<file path="src/rtl/fetch_pkg.sv">
// Shared types and constants for the instruction fetch unit.
package fetch_pkg;

  localparam int XLEN_DEFAULT = 32;
  localparam logic [31:0] NOP_INSTR = 32'h0000_0013;

  typedef enum logic [1:0] {
    IDLE = 2'd0,
    REQ  = 2'd1,
    WAIT = 2'd2,
    DROP = 2'd3
  } fetch_state_t;

  typedef struct packed {
    logic [XLEN_DEFAULT-1:0] pc;
    logic [31:0]             instr;
  } fetch_entry_t;

endpackage

</file>
<file path="src/rtl/fetch_fifo.sv">
// Small instruction buffer holding {pc, instr} pairs; head is read straight
// from the storage registers so decode sees no extra combinational depth.
module fetch_fifo
  import fetch_pkg::*;
#(
  parameter int DEPTH = 2,
  localparam int PW = (DEPTH > 1) ? $clog2(DEPTH) : 1,
  localparam int CW = $clog2(DEPTH + 1)
) (
  input  logic         clk,
  input  logic         rst,
  input  logic         push,
  input  fetch_entry_t push_data,
  input  logic         pop,
  input  logic         flush,
  output logic [CW-1:0] count,
  output fetch_entry_t head,
  output logic         empty,
  output logic         full
);

  fetch_entry_t   mem [DEPTH];
  logic [PW-1:0]  wr_ptr;
  logic [PW-1:0]  rd_ptr;
  logic           do_push;
  logic           do_pop;

  assign empty   = (count == '0);
  assign full    = (count == CW'(DEPTH));
  assign do_pop  = pop && !empty;
  // A push into a full buffer is only legal when the head leaves the same cycle.
  assign do_push = push && (!full || do_pop);
  assign head    = mem[rd_ptr];

  // Pointer/count bookkeeping and storage writes; flush wins over push/pop.
  always_ff @(posedge clk or posedge rst) begin
    if (rst) begin
      wr_ptr <= '0;
      rd_ptr <= '0;
      count  <= '0;
      for (int i = 0; i < DEPTH; i++) begin
        mem[i] <= '{pc: '0, instr: NOP_INSTR};
      end
    end else if (flush) begin
      wr_ptr <= '0;
      rd_ptr <= '0;
      count  <= '0;
    end else begin
      if (do_push) begin
        mem[wr_ptr] <= push_data;
        wr_ptr      <= wr_ptr + 1'b1;
      end
      if (do_pop) begin
        rd_ptr <= rd_ptr + 1'b1;
      end
      case ({do_push, do_pop})
        2'b10:   count <= count + 1'b1;
        2'b01:   count <= count - 1'b1;
        default: count <= count;
      endcase
    end
  end

endmodule

</file>
<file path="src/rtl/instr_fetch_unit.sv">
// Fetch stage: owns the PC, issues single-outstanding word requests and
// buffers responses for decode.
//
// state | meaning
// IDLE  | no request; waiting for buffer credit
// REQ   | imem_req high with the current PC, waiting for gnt
// WAIT  | request granted, waiting for its rvalid to push
// DROP  | a redirect made the in-flight response stale; swallow it
module instr_fetch_unit
  import fetch_pkg::*;
#(
  parameter int              XLEN       = XLEN_DEFAULT,
  parameter logic [XLEN-1:0] RESET_PC   = '0,
  parameter int              FIFO_DEPTH = 2
) (
  input  logic            clk,
  input  logic            rst,
  output logic            imem_req,
  output logic [XLEN-1:0] imem_addr,
  input  logic            imem_gnt,
  input  logic            imem_rvalid,
  input  logic [31:0]     imem_rdata,
  input  logic            redirect_valid,
  input  logic [XLEN-1:0] redirect_pc,
  output logic            inst_valid,
  input  logic            inst_ready,
  output logic [31:0]     inst_o,
  output logic [XLEN-1:0] inst_pc
);

  localparam int CW = $clog2(FIFO_DEPTH + 1);

  fetch_state_t    state_q, state_d;
  logic [XLEN-1:0] pc_q, pc_d;
  logic [XLEN-1:0] req_pc_q, req_pc_d;
  logic            push, pop, flush;
  logic [CW-1:0]   count;
  logic            empty, full;
  fetch_entry_t    head;
  fetch_entry_t    push_data;
  logic            in_flight;
  logic [CW:0]     occupancy;
  logic [CW:0]     post_count;
  logic            credit;

  assign in_flight  = (state_q == WAIT) || (state_q == DROP);
  assign occupancy  = {1'b0, count} + {{CW{1'b0}}, in_flight};
  assign credit     = occupancy < (CW + 1)'(FIFO_DEPTH);
  assign post_count = {1'b0, count} + (CW + 1)'(1) - {{CW{1'b0}}, pop};
  assign push_data  = '{pc: req_pc_q, instr: imem_rdata};

  assign imem_addr  = pc_q;
  assign inst_valid = !empty;
  assign inst_o     = empty ? NOP_INSTR : head.instr;
  assign inst_pc    = empty ? '0 : head.pc;

  fetch_fifo #(.DEPTH(FIFO_DEPTH)) u_fifo (
    .clk       (clk),
    .rst       (rst),
    .push      (push),
    .push_data (push_data),
    .pop       (pop),
    .flush     (flush),
    .count     (count),
    .head      (head),
    .empty     (empty),
    .full      (full)
  );

  // State, fetch PC and the PC of the granted request.
  always_ff @(posedge clk or posedge rst) begin
    if (rst) begin
      state_q  <= IDLE;
      pc_q     <= RESET_PC;
      req_pc_q <= RESET_PC;
    end else begin
      state_q  <= state_d;
      pc_q     <= pc_d;
      req_pc_q <= req_pc_d;
    end
  end

  // Next-state and handshake outputs; a redirect overrides everything else.
  always_comb begin
    state_d  = state_q;
    pc_d     = pc_q;
    req_pc_d = req_pc_q;
    push     = 1'b0;
    flush    = 1'b0;
    imem_req = 1'b0;
    pop      = inst_valid && inst_ready && !redirect_valid;

    unique case (state_q)
      IDLE: if (credit) state_d = REQ;
      REQ: begin
        imem_req = 1'b1;
        if (imem_gnt) begin
          req_pc_d = pc_q;
          pc_d     = pc_q + XLEN'(4);
          state_d  = WAIT;
        end
      end
      WAIT: begin
        if (imem_rvalid) begin
          push    = 1'b1;
          state_d = (post_count < (CW + 1)'(FIFO_DEPTH)) ? REQ : IDLE;
        end
      end
      DROP: if (imem_rvalid) state_d = REQ;
      default: state_d = IDLE;
    endcase

    if (redirect_valid) begin
      flush = 1'b1;
      push  = 1'b0;
      pc_d  = {redirect_pc[XLEN-1:2], 2'b00};
      unique case (state_q)
        IDLE:    state_d = REQ;
        REQ:     state_d = imem_gnt ? DROP : REQ;
        // A response arriving with the redirect is the stale one itself.
        WAIT:    state_d = imem_rvalid ? REQ : DROP;
        DROP:    state_d = imem_rvalid ? REQ : DROP;
        default: state_d = REQ;
      endcase
    end
  end

endmodule
</file>
<file path="config.mk">
export PLATFORM = sky130hd
export DESIGN_NAME = instr_fetch_unit
export DESIGN_NICKNAME = d
export VERILOG_FILES = /design/src/rtl/fetch_pkg.sv /design/src/rtl/fetch_fifo.sv /design/src/rtl/instr_fetch_unit.sv
export SDC_FILE = /design/constraint.sdc
export NUM_CORES = 1
export LEC_CHECK = 0
export CORE_AREA = 2 2 137 139
export CTS_BUF_LIST = sky130_fd_sc_hd__clkbuf_4 sky130_fd_sc_hd__clkbuf_8
export CTS_CLUSTER_SIZE = 40
export DETAILED_ROUTE_END_ITERATION = 8
export DIE_AREA = 0 0 139 141
export HOLD_SLACK_MARGIN = 0.06
export PLACE_DENSITY = 0.78
export SYNTH_ARGS = -nofsm -noshare
export SYNTH_HDL_FRONTEND = slang
export SYNTH_SLANG_ARGS = --single-unit
</file>
<file path="constraint.sdc">
create_clock -name clk -period 6.25 [get_ports clk]
set_input_delay 0.9375 -clock clk [delete_from_list [all_inputs] [get_ports clk]]
set_output_delay 0.9375 -clock clk [all_outputs]
set_load 0.01 [all_outputs]
</file>
# Yosys cells after proc, flatten, opt, wreduce, memory -nomap -nowiden
# Index checks and enable logic that the tools add are counted.
classes:
  n_addsub: 8
  magnitude_cmp: 5
  n_eq_ne: 10
  n_mux: 32
  bitwise_logic: 3
  reduce_logical: 22
ops:
  columns: ["operator", "count"]
  rows:
  - ["two-way mux 64 bit", 4]
  - ["two-way mux 32 bit", 5]
  - ["bitwise mux 128 bit", 1]
  - ["demux 64 bit (select 1 bit)", 1]
  - ["adder 32 x 3 -> 32 bit (second input constant)", 1]
  - ["two-way mux 2 bit", 8]
  - ["!= test 3 bit (second input constant)", 4]
  - ["two-way mux 1 bit", 10]
  - ["== test 2 bit (second input constant)", 4]
  - ["one-hot mux 2 bit (4 select lines)", 1]
  - ["nonzero test 2 bit", 4]
  - ["< comparator 3 x 2 -> 1 bit (second input constant)", 2]
  - ["one-hot mux 2 bit (3 select lines)", 1]
  - ["AND reduction 2 bit", 3]
  - ["logical AND 1 bit", 5]
  - ["== test 2 x 1 -> 1 bit (second input constant)", 2]
  - [">= comparator 2 bit (second input constant)", 2]
  - ["logical NOT 2 bit", 2]
  - ["NOT 1 -> 2 bit", 2]
  - ["one-hot mux 2 bit (2 select lines)", 1]
  - ["AND reduction 4 bit", 1]
  - ["adder 2 x 1 -> 3 bit", 1]
  - ["adder 2 x 1 -> 3 bit (second input constant)", 1]
  - ["logical NOT 1 bit", 3]
  - ["other kinds (9)", 11]
totals:
  register_bits: 198
  output_inout_bits: 98

# Longest topological paths before layout
depth:
  word_depth: 10
  ltp_mapped: 7

# Cells and area by module
# From an unflattened synthesis, not the netlist that was laid out.
unflattened:
  hier_cells: 788
  hier_area_um2: 9400.3
modules_own_cells:
  columns: ["mod", "n_inst", "cells_per_inst", "area_each_um2", "seq_area_each_um2"]
  rows:
  - ["fetch_fifo", 1, 366, 5925.7, 3310.7]
  - ["instr_fetch_unit", 1, 422, 3474.6, 1551.5]

# Least setup slack after synthesis
# No wires, ideal clock.
synth_path:
  kind: "in2reg"
  startpoint: "input port imem_rvalid"
  endpoint: "register u_fifo.mem[10] (netlist bit)"
  arrival_ns: 2.250
  setup_slack_ns: 3.875
  cell_stages: 6
  n_path_buf: 2
  cell_sequence: "nand3b_1 > or2_2 > nor3b_1 > buf_2 > buf_4 > mux2_2"
synth_between:
  elab_chain_len: 5
synth_rtl:
  columns: ["element", "line_no", "text"]
  rows:
  - ["start, declared", "instr_fetch_unit.sv:21", "input logic imem_rvalid,"]
  - ["two-way mux 1 bit", "instr_fetch_unit.sv:104", "if (imem_rvalid) begin"]
  - ["two-way mux 1 bit", "instr_fetch_unit.sv:93", "unique case (state_q)"]
  - ["two-way mux 1 bit", "instr_fetch_unit.sv:113", "if (redirect_valid) begin"]
  - ["logical AND 1 bit", "fetch_fifo.sv:32", "assign do_push = push && (!full || do_pop);"]
  - ["AND reduction 2 bit (no source line)", null, null]
  - ["end signal, assigned by index", "fetch_fifo.sv:42", "mem[i] <= '{pc: '0, instr: NOP_INSTR};"]
  - ["end signal, assigned by index", "fetch_fifo.sv:50", "mem[wr_ptr] <= push_data;"]
  - ["end, declared", "fetch_fifo.sv:22", "fetch_entry_t mem [DEPTH];"]
# Every way passes these cells.
# A chain may end at the register's enable or synchronous reset.

# Final worst setup path
layout_path:
  startpoint: "register u_fifo.rd_ptr"
  endpoint: "output port inst_pc[18]"
layout_between:
  elab_chain_len: 5
layout_rtl:
  columns: ["element", "line_no", "text"]
  rows:
  - ["start, declared", "fetch_fifo.sv:24", "logic [PW-1:0] rd_ptr;"]
  - ["start signal, assigned", "fetch_fifo.sv:54", "rd_ptr <= rd_ptr + 1'b1;"]
  - ["NOT 1 -> 2 bit (not written as such)", "fetch_fifo.sv:33", "assign head = mem[rd_ptr];"]
  - ["two-way mux 64 bit (not written as such) (3 in a row)", "fetch_fifo.sv:33", null]
  - ["two-way mux 32 bit", "instr_fetch_unit.sv:55", "assign inst_pc = empty ? '0 : head.pc;"]
  - ["end, declared", "instr_fetch_unit.sv:28", "output logic [XLEN-1:0] inst_pc"]
# Every way passes these cells. The select of a mux whose other input is x is not followed.

==> results.sh <==
export IMPL_synthTopCellsByCount="184 x dfrtp_1, 149 x mux2_2, 82 x nor2_1"
export IMPL_cp_buffers_inverters=2
export IMPL_grt_usage_pct=20.22
export IMPL_critPathLaunchType="flip-flop"
export IMPL_arrival_ns=2.83
export IMPL_syn_cell_area_sq_um=8760
export IMPL_crit_type="flip-flop to primary output"
export IMPL_grt_start_max_net_pins=140
export IMPL_hold_class="flip-flop to flip-flop"
export IMPL_ios=168
export IMPL_htree_levels=4
export IMPL_cp_required_ns=5.31
export IMPL_crit_path_max_fanout=36
export IMPL_vias_per_cell=5.451
export IMPL_worst_pin_slew_ns=1.033
export IMPL_cts_tree="yes"
export IMPL_synth_area_leaders="dfrtp_1 53%, mux2_2 19%, mux2i_1 7.2%"
export IMPL_place_gp_congestion=0.7649
export IMPL_total_power_mw=3.080
export IMPL_gr_total_overflow=0
export IMPL_wl_per_cell_um=17.30
export IMPL_die_w_um=139
export IMPL_cp_slowest_cell="dfrtp_4"
export IMPL_vias=6013
export IMPL_p_switching_mw=0.8333
export IMPL_finalHoldViolCount=0
export IMPL_drt_iter0_drc=308
export IMPL_drc_errors=0
export IMPL_firstDrtPassIters=4
export IMPL_layout_nets=927
export IMPL_ant_nets=0
export IMPL_status="completed"
export IMPL_die_h_um=141
export IMPL_synth_edf_count=0
export IMPL_fmaxAchievable_mhz=265.3
export IMPL_clockBufferDepth=2
export IMPL_maxSlewViolCount=0
export IMPL_core_sq_um=18270
export IMPL_syn_inst=714
export IMPL_avgSynthCellArea_sq_um=12.27
export IMPL_setup_ws_ns=2.481
export IMPL_dieArea_sq_um=19600
export IMPL_post_place_ws_ns=2.860
export IMPL_cap_violations=0
export IMPL_n_antenna_cell=0
export IMPL_path_delay_family="buffers and inverters"
export IMPL_post_cts_resized=0
export IMPL_yosys_warnings=0
export IMPL_clock_sinks=190
export IMPL_ir_worst_vdd_mv=0.1451
export IMPL_finalSetupTns_ns=0
export IMPL_fin_crit_ns=3.769
export IMPL_area_growth_pct=24.82
export IMPL_grt_pass1_vias=6053
export IMPL_intPower_mw=2.247
export IMPL_start_util_pct=47.95
export IMPL_p_leak_nw=4.495
export IMPL_synth_seq_cells=190
export IMPL_dp_hpwl_um=12370
export IMPL_routed_wl_um=19080
export IMPL_row_count=50
export IMPL_synth_seq_area_share_pct=54.36
export IMPL_post_cts_setup_buffers=0
export IMPL_skew_ns=0.01105
export IMPL_combinationalPowerShare_pct=18.9
export IMPL_fillers=1511
export IMPL_yosysMostFrequentCell="dfrtp_1"
export IMPL_grt_pass1_wl_um=31440
export IMPL_fin_crit_sh_pct=60.31
export IMPL_p_per_area_nw_per_um2=281.7
export IMPL_root_buffer="clkbuf_8"
export IMPL_rsz0062_at_grt="no"
export IMPL_finalSetupViolCount=0
export IMPL_power_share_clock_pct=26.6
export IMPL_path_cells="buf_4 > mux2i_1 > nor2_1 > clkdlybuf4s50_1"
export IMPL_insertion_delay_ns=0.46
export IMPL_swShare_pct=27.05
export IMPL_async_flop_share_pct=100.0
export IMPL_synth_top_cell_by_area="dfrtp_1"
export IMPL_cts_buffers=17
export IMPL_drive_gt1_share_pct=23.59
export IMPL_postCtsHoldBufs=0
export IMPL_slew_headroom_pct=30.98
export IMPL_max_stage_delay_ns=0.76
export IMPL_synth_main_ff_cell="dfrtp_1"
export IMPL_synth_top_cell_area_share_pct=52.56
export IMPL_clkTransAtPathRegs_ns=0.09
export IMPL_portBuffers=161
export IMPL_antenna_found_initial=0
export IMPL_cp_end_kind="primary output"
export IMPL_seq_power_share_pct=54.5
export IMPL_synth_distinct_cells=45
==> per-stage QoR <==
step	instances	instance area, sq um	hold slack [ns]	util [%]
after floorplan	717	8771	0.4574	-
after CTS	1103	10930	0.4944	59.86
final	1103	10930	0.4899	59.86
after global placement	1071	10530	0.4690	57.62
after global routing	1103	10930	0.5007	59.86
after detailed placement	1071	10530	0.4740	57.62
==> power groups by stage <==
stage | clock network [mW] | logic, mW | registers (mW)
after floorplan | 0 | 0.419 | 1.65
after global placement | 0 | 0.572 | 1.69
after detailed placement | 0 | 0.589 | 1.70
after CTS | 0.842 | 0.593 | 1.68
after global routing | 0.896 | 0.644 | 1.72
final | 0.818 | 0.582 | 1.68
==> placed cells by master, fill, tap and decap left out, types with 3 or more instances in the layout <==
cell             instances
nand2_1                 31
clkinv_2                 3
nor3_1                   5
nor2_1                  81
dfrtp_1                183
mux2i_1                 63
mux2_2                 149
clkinv_4                 3
a31oi_1                 15
and3_1                   3
mux2_1                   4
buf_4                    8
nand4_1                  8
o31ai_1                 14
xnor2_1                  9
clkbuf_8                20
conb_1                   4
nand3_1                 12
or4_1                   16
dfstp_2                  6
clkdlybuf4s50_1        161
o21ai_0                 17
xor2_1                   6
and4_1                   3
nor4_1                   4
inv_1                    5
==> worst paths after layout <==
kind,startpoint,cells after the start,slack (ns),to
worst max-delay path,u_fifo.rd_ptr$_DFFE_PP0P_,4,2.48,inst_pc[18]
worst min-delay path,u_fifo.mem[119]$_DFFE_PP0P_,1,0.49,u_fifo.mem[119]$_DFFE_PP0P_
worst max register to register,state_q[0]$_DFFE_PP0P_,5,3.76,u_fifo.mem[105]$_DFFE_PP0P_
worst min register to register,u_fifo.mem[119]$_DFFE_PP0P_,1,0.49,u_fifo.mem[119]$_DFFE_PP0P_
max in group asynchronous,rst,3,3.90,req_pc_q[18]$_DFFE_PP0P_
min in group asynchronous,rst,2,1.08,imem_addr[2]$_DFFE_PP0P_
==> state kept, by name, summed over array words and instances, names as in the netlist <==
signal,flops
u_fifo.mem,124
imem_addr,30
req_pc_q,30
state_q,2
u_fifo.count,2
u_fifo.rd_ptr,1
u_fifo.wr_ptr,1
==> cell families after synthesis <==
logic type | count (synthesis) | synth area share, %
compound gates | 52 | 3.714
xor+xnor | 15 | 1.500
fa+ha+maj | 1 | 0.1428
buf+inv | 55 | 2.928
flops | 190 | 54.36
mux | 216 | 26.87
other cells | 1 | 0.04281
simple gates | 184 | 10.44
==> worst register-to-register path: stages (launching register included) <==
cell	delay, ns
dfrtp_1	0.46
nand3b_1	0.26
or2_2	0.37
nor3_4	0.11
buf_4	0.73
mux2_2	0.45
==> routing by layer <==
metal,wire length [um],vias to the layer above,track usage (%)
li1,-,2830,-
met1,8903,2997,27.77
met2,9101,167,32.98
met3,858,19,4.076
met4,220,0,5.795
met5,0,-,0
==> layout make-up <==
cell class,count,area [sq um],area share [%]
multi-input combinational,472,3765,34.43
inverter,6,30.03,0.2746
timing repair buffer,169,1672,15.29
clock inverter,12,133.9,1.224
clock buffer,20,275.3,2.517
sequential,190,4766,43.59
tap,234,292.8,2.678
Power figures use the tool's default switching activity.
